===== src/rtl/sblock_cfg_pkg.sv =====
// Shared constants and types for the switch-block configuration loader.
package sblock_cfg_pkg;

    // One configuration word per switch block: 9 horizontal dots, then 9 vertical dots.
    localparam int CFG_W = 18;
    localparam int DOTS  = 9;
    localparam int H_MSB = 17;
    localparam int H_LSB = 9;
    localparam int V_MSB = 8;
    localparam int V_LSB = 0;

    // Loader sequencing states.
    typedef enum logic [2:0] {
        ST_IDLE   = 3'd0,
        ST_SHIFT  = 3'd1,
        ST_SETUP  = 3'd2,
        ST_STROBE = 3'd3,
        ST_HOLD   = 3'd4,
        ST_DONE   = 3'd5
    } cfg_state_t;

    // Horizontal-dot field of a configuration word.
    function automatic logic [DOTS-1:0] cfg_h_dots(input logic [CFG_W-1:0] word);
        return word[H_MSB:H_LSB];
    endfunction

    // Vertical-dot field of a configuration word.
    function automatic logic [DOTS-1:0] cfg_v_dots(input logic [CFG_W-1:0] word);
        return word[V_MSB:V_LSB];
    endfunction

endpackage


===== src/rtl/sblock_cfg_loader_deser.sv =====
// Serial-to-parallel converter: MSB-first shift register with a bit counter.
// word_next_o/word_done_o describe the bit being accepted this cycle, so the
// parent can register the completed word on the same edge as its last bit.
module cfg_deser
    import sblock_cfg_pkg::*;
(
    input  logic             clk,
    input  logic             rst,
    input  logic             clr_i,
    input  logic             shift_en_i,
    input  logic             bit_i,
    output logic [CFG_W-1:0] word_next_o,
    output logic             word_done_o
);

    localparam int CNT_W = $clog2(CFG_W);
    localparam logic [CNT_W-1:0] CNT_LAST = CNT_W'(CFG_W - 1);

    logic [CFG_W-1:0] shreg_q;
    logic [CFG_W-1:0] shreg_d;
    logic [CNT_W-1:0] bit_cnt_q;
    logic [CNT_W-1:0] bit_cnt_d;
    logic             last_bit_s;

    assign word_next_o = {shreg_q[CFG_W-2:0], bit_i};
    assign last_bit_s  = (bit_cnt_q == CNT_LAST);
    assign word_done_o = shift_en_i & last_bit_s;

    // Next shift-register contents and bit count.
    always_comb begin
        shreg_d   = shreg_q;
        bit_cnt_d = bit_cnt_q;
        if (clr_i) begin
            shreg_d   = {CFG_W{1'b0}};
            bit_cnt_d = {CNT_W{1'b0}};
        end else if (shift_en_i) begin
            shreg_d = word_next_o;
            if (last_bit_s) begin
                bit_cnt_d = {CNT_W{1'b0}};
            end else begin
                bit_cnt_d = bit_cnt_q + CNT_W'(1);
            end
        end else begin
            shreg_d   = shreg_q;
            bit_cnt_d = bit_cnt_q;
        end
    end

    // Shift-register and counter flops with synchronous reset.
    always_ff @(posedge clk) begin
        if (rst) begin
            shreg_q   <= {CFG_W{1'b0}};
            bit_cnt_q <= {CNT_W{1'b0}};
        end else begin
            shreg_q   <= shreg_d;
            bit_cnt_q <= bit_cnt_d;
        end
    end

endmodule


===== src/rtl/sblock_cfg_loader.sv =====
// Configuration loader for a chain of switch blocks: collects one serial word
// per block, then writes it with a setup / strobe / hold sequence on a
// one-hot latch enable. All outputs come straight from flops.
module sblock_cfg_loader
    import sblock_cfg_pkg::*;
#(
    parameter int NUM_BLOCKS = 4,
    parameter int SETUP_CYC  = 1,
    parameter int STROBE_CYC = 2,
    parameter int HOLD_CYC   = 1
) (
    input  logic                  clk,
    input  logic                  rst,
    input  logic                  start_i,
    input  logic                  cfg_bit_i,
    input  logic                  cfg_valid_i,
    output logic                  cfg_ready_o,
    output logic [CFG_W-1:0]      bits_o,
    output logic [NUM_BLOCKS-1:0] wr_en_o,
    output logic                  busy_o,
    output logic                  done_o
);

    localparam int BLK_W    = (NUM_BLOCKS > 1) ? $clog2(NUM_BLOCKS) : 1;
    localparam int WAIT_MAX = (SETUP_CYC > STROBE_CYC)
                              ? ((SETUP_CYC > HOLD_CYC) ? SETUP_CYC : HOLD_CYC)
                              : ((STROBE_CYC > HOLD_CYC) ? STROBE_CYC : HOLD_CYC);
    localparam int WAIT_W   = (WAIT_MAX > 1) ? $clog2(WAIT_MAX) : 1;

    localparam logic [WAIT_W-1:0] SETUP_LAST  = WAIT_W'(SETUP_CYC - 1);
    localparam logic [WAIT_W-1:0] STROBE_LAST = WAIT_W'(STROBE_CYC - 1);
    localparam logic [WAIT_W-1:0] HOLD_LAST   = WAIT_W'(HOLD_CYC - 1);
    localparam logic [BLK_W-1:0]  BLK_LAST    = BLK_W'(NUM_BLOCKS - 1);

    // One-hot latch enable for the addressed block.
    function automatic logic [NUM_BLOCKS-1:0] blk_onehot(input logic [BLK_W-1:0] idx);
        logic [NUM_BLOCKS-1:0] oh;
        oh = {NUM_BLOCKS{1'b0}};
        for (int n = 0; n < NUM_BLOCKS; n++) begin
            if (idx == BLK_W'(n)) begin
                oh[n] = 1'b1;
            end else begin
                oh[n] = 1'b0;
            end
        end
        return oh;
    endfunction

    cfg_state_t            state_q,    state_d;
    logic [WAIT_W-1:0]     wait_cnt_q, wait_cnt_d;
    logic [BLK_W-1:0]      blk_idx_q,  blk_idx_d;
    logic [CFG_W-1:0]      bits_q,     bits_d;
    logic [NUM_BLOCKS-1:0] wr_en_q,    wr_en_d;
    logic                  ready_q,    ready_d;
    logic                  busy_q,     busy_d;
    logic                  done_q,     done_d;

    logic                  shift_en_s;
    logic                  deser_clr_s;
    logic [CFG_W-1:0]      word_s;
    logic                  word_done_s;

    // A bit moves only when the loader is shifting and advertised ready.
    assign shift_en_s  = cfg_valid_i & ready_q & (state_q == ST_SHIFT);
    // Idle keeps the deserialiser empty so every load starts from bit 0.
    assign deser_clr_s = (state_q == ST_IDLE);

    cfg_deser u_deser (
        .clk         (clk),
        .rst         (rst),
        .clr_i       (deser_clr_s),
        .shift_en_i  (shift_en_s),
        .bit_i       (cfg_bit_i),
        .word_next_o (word_s),
        .word_done_o (word_done_s)
    );

    // Next-state and next-output logic of the load sequencer.
    always_comb begin
        state_d    = state_q;
        wait_cnt_d = wait_cnt_q;
        blk_idx_d  = blk_idx_q;
        bits_d     = bits_q;
        wr_en_d    = wr_en_q;
        ready_d    = ready_q;
        busy_d     = busy_q;
        done_d     = 1'b0;
        case (state_q)
            ST_IDLE: begin
                wr_en_d = {NUM_BLOCKS{1'b0}};
                if (start_i) begin
                    state_d    = ST_SHIFT;
                    blk_idx_d  = {BLK_W{1'b0}};
                    wait_cnt_d = {WAIT_W{1'b0}};
                    ready_d    = 1'b1;
                    busy_d     = 1'b1;
                end else begin
                    ready_d = 1'b0;
                    busy_d  = 1'b0;
                end
            end
            ST_SHIFT: begin
                if (word_done_s) begin
                    bits_d     = word_s;
                    ready_d    = 1'b0;
                    wait_cnt_d = {WAIT_W{1'b0}};
                    state_d    = ST_SETUP;
                end else begin
                    ready_d = 1'b1;
                end
            end
            ST_SETUP: begin
                if (wait_cnt_q == SETUP_LAST) begin
                    wr_en_d    = blk_onehot(blk_idx_q);
                    wait_cnt_d = {WAIT_W{1'b0}};
                    state_d    = ST_STROBE;
                end else begin
                    wait_cnt_d = wait_cnt_q + WAIT_W'(1);
                end
            end
            ST_STROBE: begin
                if (wait_cnt_q == STROBE_LAST) begin
                    wr_en_d    = {NUM_BLOCKS{1'b0}};
                    wait_cnt_d = {WAIT_W{1'b0}};
                    state_d    = ST_HOLD;
                end else begin
                    wait_cnt_d = wait_cnt_q + WAIT_W'(1);
                end
            end
            ST_HOLD: begin
                if (wait_cnt_q == HOLD_LAST) begin
                    wait_cnt_d = {WAIT_W{1'b0}};
                    if (blk_idx_q == BLK_LAST) begin
                        state_d = ST_DONE;
                        done_d  = 1'b1;
                        busy_d  = 1'b0;
                    end else begin
                        blk_idx_d = blk_idx_q + BLK_W'(1);
                        ready_d   = 1'b1;
                        state_d   = ST_SHIFT;
                    end
                end else begin
                    wait_cnt_d = wait_cnt_q + WAIT_W'(1);
                end
            end
            ST_DONE: begin
                busy_d  = 1'b0;
                ready_d = 1'b0;
                state_d = ST_IDLE;
            end
            default: begin
                state_d    = ST_IDLE;
                wait_cnt_d = {WAIT_W{1'b0}};
                wr_en_d    = {NUM_BLOCKS{1'b0}};
                ready_d    = 1'b0;
                busy_d     = 1'b0;
            end
        endcase
    end

    // State and output registers with synchronous reset.
    always_ff @(posedge clk) begin
        if (rst) begin
            state_q    <= ST_IDLE;
            wait_cnt_q <= {WAIT_W{1'b0}};
            blk_idx_q  <= {BLK_W{1'b0}};
            bits_q     <= {CFG_W{1'b0}};
            wr_en_q    <= {NUM_BLOCKS{1'b0}};
            ready_q    <= 1'b0;
            busy_q     <= 1'b0;
            done_q     <= 1'b0;
        end else begin
            state_q    <= state_d;
            wait_cnt_q <= wait_cnt_d;
            blk_idx_q  <= blk_idx_d;
            bits_q     <= bits_d;
            wr_en_q    <= wr_en_d;
            ready_q    <= ready_d;
            busy_q     <= busy_d;
            done_q     <= done_d;
        end
    end

    assign cfg_ready_o = ready_q;
    assign bits_o      = bits_q;
    assign wr_en_o     = wr_en_q;
    assign busy_o      = busy_q;
    assign done_o      = done_q;

endmodule


===== config.mk =====
export PLATFORM = sky130hd
export DESIGN_NAME = sblock_cfg_loader
export DESIGN_NICKNAME = d
export VERILOG_FILES = /design/src/rtl/sblock_cfg_pkg.sv /design/src/rtl/sblock_cfg_loader_deser.sv /design/src/rtl/sblock_cfg_loader.sv
export SDC_FILE = /design/constraint.sdc
export NUM_CORES = 1
export LEC_CHECK = 0
export ABC_AREA = 0
export ABC_CLOCK_PERIOD_IN_PS = 2400
export BUFFER_PORTS_ARGS = -buffer_cell sky130_fd_sc_hd__buf_2
export CAP_MARGIN = 0
export CORE_UTILIZATION = 28
export DETAILED_ROUTE_END_ITERATION = 10
export GPL_ROUTABILITY_DRIVEN = 0
export PLACE_DENSITY_LB_ADDON = 0.25
export SETUP_SLACK_MARGIN = 0.2
export SYNTH_ARGS = -nofsm -noshare
export SYNTH_HDL_FRONTEND = slang
export SYNTH_SLANG_ARGS = --single-unit

===== constraint.sdc =====
create_clock -name clk -period 2.4 [get_ports clk]
set_input_delay 0.36 -clock clk [delete_from_list [all_inputs] [get_ports clk]]
set_output_delay 0.36 -clock clk [all_outputs]
set_load 0.01 [all_outputs]

Word-level counts from Yosys, hierarchy flattened
Index checks and enable logic that the tools add are counted.
{"block": "classes", "addsub": 3, "eq_ne": 16, "mux": 32, "bitwise_logic": 8, "reduce_logical": 16}
{"cell": "two-way mux 3 bit", "n": 6}
{"cell": "case mux 3 bit (5 select lines)", "n": 1}
{"cell": "two-way mux 1 bit", "n": 14}
{"cell": "!= test 2 bit, second input constant", "n": 6}
{"cell": "case mux 4 bit (3 select lines)", "n": 1}
{"cell": "AND reduction 3 bit", "n": 4}
{"cell": "OR reduction 3 bit", "n": 3}
{"cell": "two-way mux 4 bit", "n": 2}
{"cell": "equality test 3 x 2 -> 1 bit, second input constant", "n": 2}
{"cell": "equality test 3 bit, second input constant", "n": 2}
{"cell": "two-way mux 2 bit", "n": 3}
{"cell": "OR reduction 2 bit", "n": 3}
{"cell": "adder 5 x 1 -> 5 bit, second input constant", "n": 1}
{"cell": "equality test 5 bit, second input constant", "n": 1}
{"cell": "two-way mux 5 bit", "n": 1}
{"cell": "NOT 1 bit", "n": 5}
{"cell": "case mux 1 bit (5 select lines)", "n": 1}
{"cell": "AND reduction 5 bit", "n": 1}
{"cell": "equality test 2 bit, second input constant", "n": 2}
{"cell": "case mux 1 bit (4 select lines)", "n": 1}
{"cell": "case mux 2 bit (2 select lines)", "n": 1}
{"cell": "AND reduction 4 bit", "n": 1}
{"cell": "AND 1 bit", "n": 3}
{"cell": "equality test 3 x 1 -> 1 bit, second input constant", "n": 1}
{"cell": "other kinds (9)", "n": 9}
{"block": "totals", "register_bits": 53, "out_inout_bits": 25}

Logic depth before layout (Yosys ltp)
{"block": "depth", "ltp_word": 5, "mapped_depth": 7, "depth_no_buf": 5}

Hierarchy
A second synthesis with hierarchy kept.
{"block": "hier_totals", "hier_cells": 259, "hier_area_um2": 2316.0}
{"module": "sblock_cfg_loader", "n_inst": 1, "cells_each": 176, "area_each_um2": 1450.1}
{"module": "cfg_deser", "n_inst": 1, "cells_each": 83, "area_each_um2": 865.8}

Worst setup path after synthesis
OpenSTA, ideal clock, no wires.
{"block": "synth_timing", "path_kind": "flip-flop to flip-flop", "from": "reg state_q[1]", "to": "reg u_deser.shreg_q[10]", "setup_ns": 0.132, "t_arrival_ns": 1.446, "slack_ns": 0.822, "path_stages_with_launch": 8, "path_buffers": 4, "period_less_slack_ns": 1.578, "path_cell_list": "dfxtp_1 > buf_6 > or3b_1 > clkbuf_1 > buf_2 > clkbuf_1 > o21ai_0 > a21oi_1"}
{"block": "synth_via", "elab_chain_cells": 2}
{"item": "start, declared", "line_no": "sblock_cfg_loader.sv:49", "rtl": "cfg_state_t state_q, state_d;"}
{"item": "start signal, assigned", "line_no": "sblock_cfg_loader.sv:173", "rtl": "state_q <= state_d;"}
{"item": "equality test 3 x 1 -> 1 bit / logical NOT 3 bit (equally long branches)", "line_no": "sblock_cfg_loader.sv:64, sblock_cfg_loader.sv:66"}
{"item": "AND 1 bit / OR reduction 2 bit (equally long branches)"}
{"item": "end signal, assigned", "line_no": "sblock_cfg_loader_deser.sv:52", "rtl": "shreg_q <= {CFG_W{1'b0}};"}
{"item": "end signal, assigned", "line_no": "sblock_cfg_loader_deser.sv:55", "rtl": "shreg_q <= shreg_d;"}
{"item": "end, declared", "line_no": "sblock_cfg_loader_deser.sv:19", "rtl": "logic [CFG_W-1:0] shreg_q;"}
Several ways; a longest one is shown, not always the timed one.
A chain may end at the register's enable or synchronous reset.

Worst setup path after layout
{"block": "layout_timing", "from": "reg state_q[1]", "to": "reg bits_q[15], in the netlist bits_o[15]"}
{"block": "layout_via", "elab_chain_cells": 4}
{"item": "equality test 3 x 1 -> 1 bit (*)", "line_no": "sblock_cfg_loader.sv:64, sblock_cfg_loader.sv:88"}
{"item": "AND 1 bit", "line_no": "sblock_cfg_loader.sv:64", "rtl": "assign shift_en_s = cfg_valid_i & ready_q & (state_q == ST_SHIFT);"}
{"item": "AND 1 bit", "line_no": "sblock_cfg_loader_deser.sv:27", "rtl": "assign word_done_o = shift_en_i & last_bit_s;"}
{"item": "AND reduction 2 bit (no line) (*)"}
{"item": "end signal, assigned", "line_no": "sblock_cfg_loader.sv:167", "rtl": "bits_q <= {CFG_W{1'b0}};"}
{"item": "end signal, assigned", "line_no": "sblock_cfg_loader.sv:176", "rtl": "bits_q <= bits_d;"}
{"item": "end, declared", "line_no": "sblock_cfg_loader.sv:52", "rtl": "logic [CFG_W-1:0] bits_q, bits_d;"}
Mark *: on every way between the ends. The rest lies on a longest branch, timed or not.

==> results.yml <==
critical_path:
  critPathMaxFanout: 17
  startpoint_type: "register"
  worstSetupEndpointType: "register"
  criticalPathCategory: "reg2reg"
  worstPathArrival_ns: 2.01
  worstPathRequired_ns: 2.65
die:
  rows: 33
  die-area_sq_um: 9150
  die_y_um: 95.6
  num_io_pins: 30
  core_sq_um: 8340
  start_util: 0.294
  fp.dieW_um: 95.6
synth:
  yosys_warnings: 0
  yosysTopAreaCell: "dfxtp_1"
  synth-main-ff-cell: "dfxtp_1"
  synth_compound_area_frac: 0.218
  synth_fa_ha_area_frac: 0.0306
  ys_async_sr_fraction: 0
  synth_area_leaders: "dfxtp_1 43%, a21oi_1 8.2%, o31ai_1 5.2%, nand3_1 5.1%, nand4_1 4.6%"
  yosysTopAreaCellShare: 0.432
  synth_top_family_by_area: "simple AND/OR/NAND/NOR gates"
  synth-edff-count: 0
  synth.most_common_cell: "dfxtp_1"
  synthXorXnorAreaFrac: 0
  syn_inst: 290
  ys_types: 44
  synth_simple_gate_area_frac: 0.221
  syn-cell-area_sq_um: 2450
  synth_common_cells: "53 x dfxtp_1, 40 x a21oi_1, 26 x clkbuf_1"
  synthMuxAreaShare: 0.0367
  ys_seq_area_frac: 0.432
  synth_nets: 301
  syn_area_per_cell_sq_um: 8.47
  ys_seq_elements: 53
timing:
  finalHoldViolCount: 0
  setup_viol_count_final: 0
  fin_skew_ns: 0.00907
  tns_ns: 0
  fmax_ghz: 0.566
  slew-limit-headroom: 0.550
  period_needed_ns: 1.77
  rsz0062_at_grt: "false"
  slew_violations: 0
  holdWs_ns: 0.322
  fin_crit_sh: 0.736
  tightest_slew_ns: 0.666
detailed_routing:
  wl_mm: 5.88
  drt_iter0_markers: 159
  drtPass1Iterations: 4
  wl_per_cell_um: 14.1
  postRouteAntennaNets: 0
  via_per_inst: 5.19
  vias: 2160
  drc_errors: 0
power_and_ir_drop:
  irDropWorstVdd_mv: 0.225
  power_density_nw_per_um2: 614
  p_leak_uw: 0.000994
  power_uw: 1760
place:
  port_buffers: 29
  hpwl_mm: 3.80
  placed_cells: 408
clocking:
  h-tree-depth: 2
  cts.sinks: 53
  post-cts-setup-buffers: 0
  clock-root-buffer: "clkbuf_8"
  cts-resized-gates: 0
  path_clk_slew_ns: 0.10
  insertion_delay_ns: 0.32
  hold_buffers: 0
  clk_path_buf_depth: 2
  cts_buffers: 5
  cts_tree: "done"
cells_and_area:
  post-route-util: 0.344
  seq_area_sq_um: 1060
  nFillCells: 902
  antenna_cells: 0
  syn2layout_area_growth_pct: 16.9
  multi_input_area_sq_um: 1260
  fin_nets: 321
  final_cells: 416
  drive_gt1_frac: 0.193
grt:
  grtUsageMet1: 0.182
  gr-usage-met3: 0.0239
  grt-ovfl-total: 0
  grt_pass1_vias: 2055
  top_usage_layer: "met2"
  use_met2: 0.226
  grt_first_pass_wirelength_mm: 9.85
  antenna_found_initial: 0
  grt_max_degree: 26
  grtUsageTotal: 0.139
worst_hold_path:
  holdCritPathClass: "in2reg"
run:
  maxCapViolations: 0
status:
  status: "completed"
per-stage QoR:
| stage | area [sq um] | worst slack (ns) |
|---|---|---|
| 2_1_floorplan | 2450 | 0.822 |
| 3_3_place_gp | 2730 | 0.683 |
| 3_5_place_dp | 2730 | 0.664 |
| 4_1_cts | 2870 | 0.635 |
| 5_1_grt | 2870 | 0.496 |
| 6_report | 2870 | 0.634 |
kinds of logic after synthesis:
logic type	Yosys count
fa+ha+maj	6
buf+inv	37
flops	53
compound gates	91
simple gates	94
mux	9
placed cells by master (no fill, tap or decap), types with 6 or more instances in the layout:
cell type  Yosys  final
a21oi_1       40     40
buf_2          3     29
buf_4          0     16
dfxtp_1       53     53
ha_1           6      6
mux2i_1        9      9
nand2_1       20     20
nand3_1       25     25
nand4_1       18     18
o21ai_0       20     20
o31ai_1       17     17
flip-flops by register name, summed over array words and instances (netlist names):
name,cells
blk_idx_q,2
u_deser.bit_cnt_q,5
state_q,3
wait_cnt_q,1
bits_o,18
busy_o,1
done_o,1
wr_en_o,4
u_deser.shreg_q,17
cfg_ready_o,1
critical path, stage by stage (launching register included):
cell and delay (ns):
dfxtp_1 0.33, or3b_1 0.63, buf_4 0.29, nor3_4 0.24, mux2i_1 0.21
layer usage:
metal  routed length, um  up-vias
met5                   0        -
met2                2620       35
met4                  89        0
met3                 162        6
met1                3010     1004
li1                    -     1115
final timing paths:
| path | from | endpoint | slack (ns) | cells past startpoint |
|---|---|---|---|---|
| max | state_q[1] | bits_o[15] | 0.63 | 4 |
| min | start_i | busy_o | 0.32 | 3 |
| min reg2reg | bits_o[16] | bits_o[16] | 0.46 | 2 |
| max reg2reg | state_q[1] | bits_o[15] | 0.63 | 4 |
final cells by class:
type                       instances  area share
timing repair buffer              45      0.0924
multi-input combinational        200       0.438
sequential                        53       0.370
clock buffer                       5      0.0240
clock inverter                     3      0.0240
tap                              105      0.0458
inverter                           5     0.00654
power by group:
part           internal, uW  switching, uW
sequential              883           3.63
clock                   420            314
combinational          39.4            101
total                  1340            419
No activity file was read; power rests on OpenSTA's default activity.
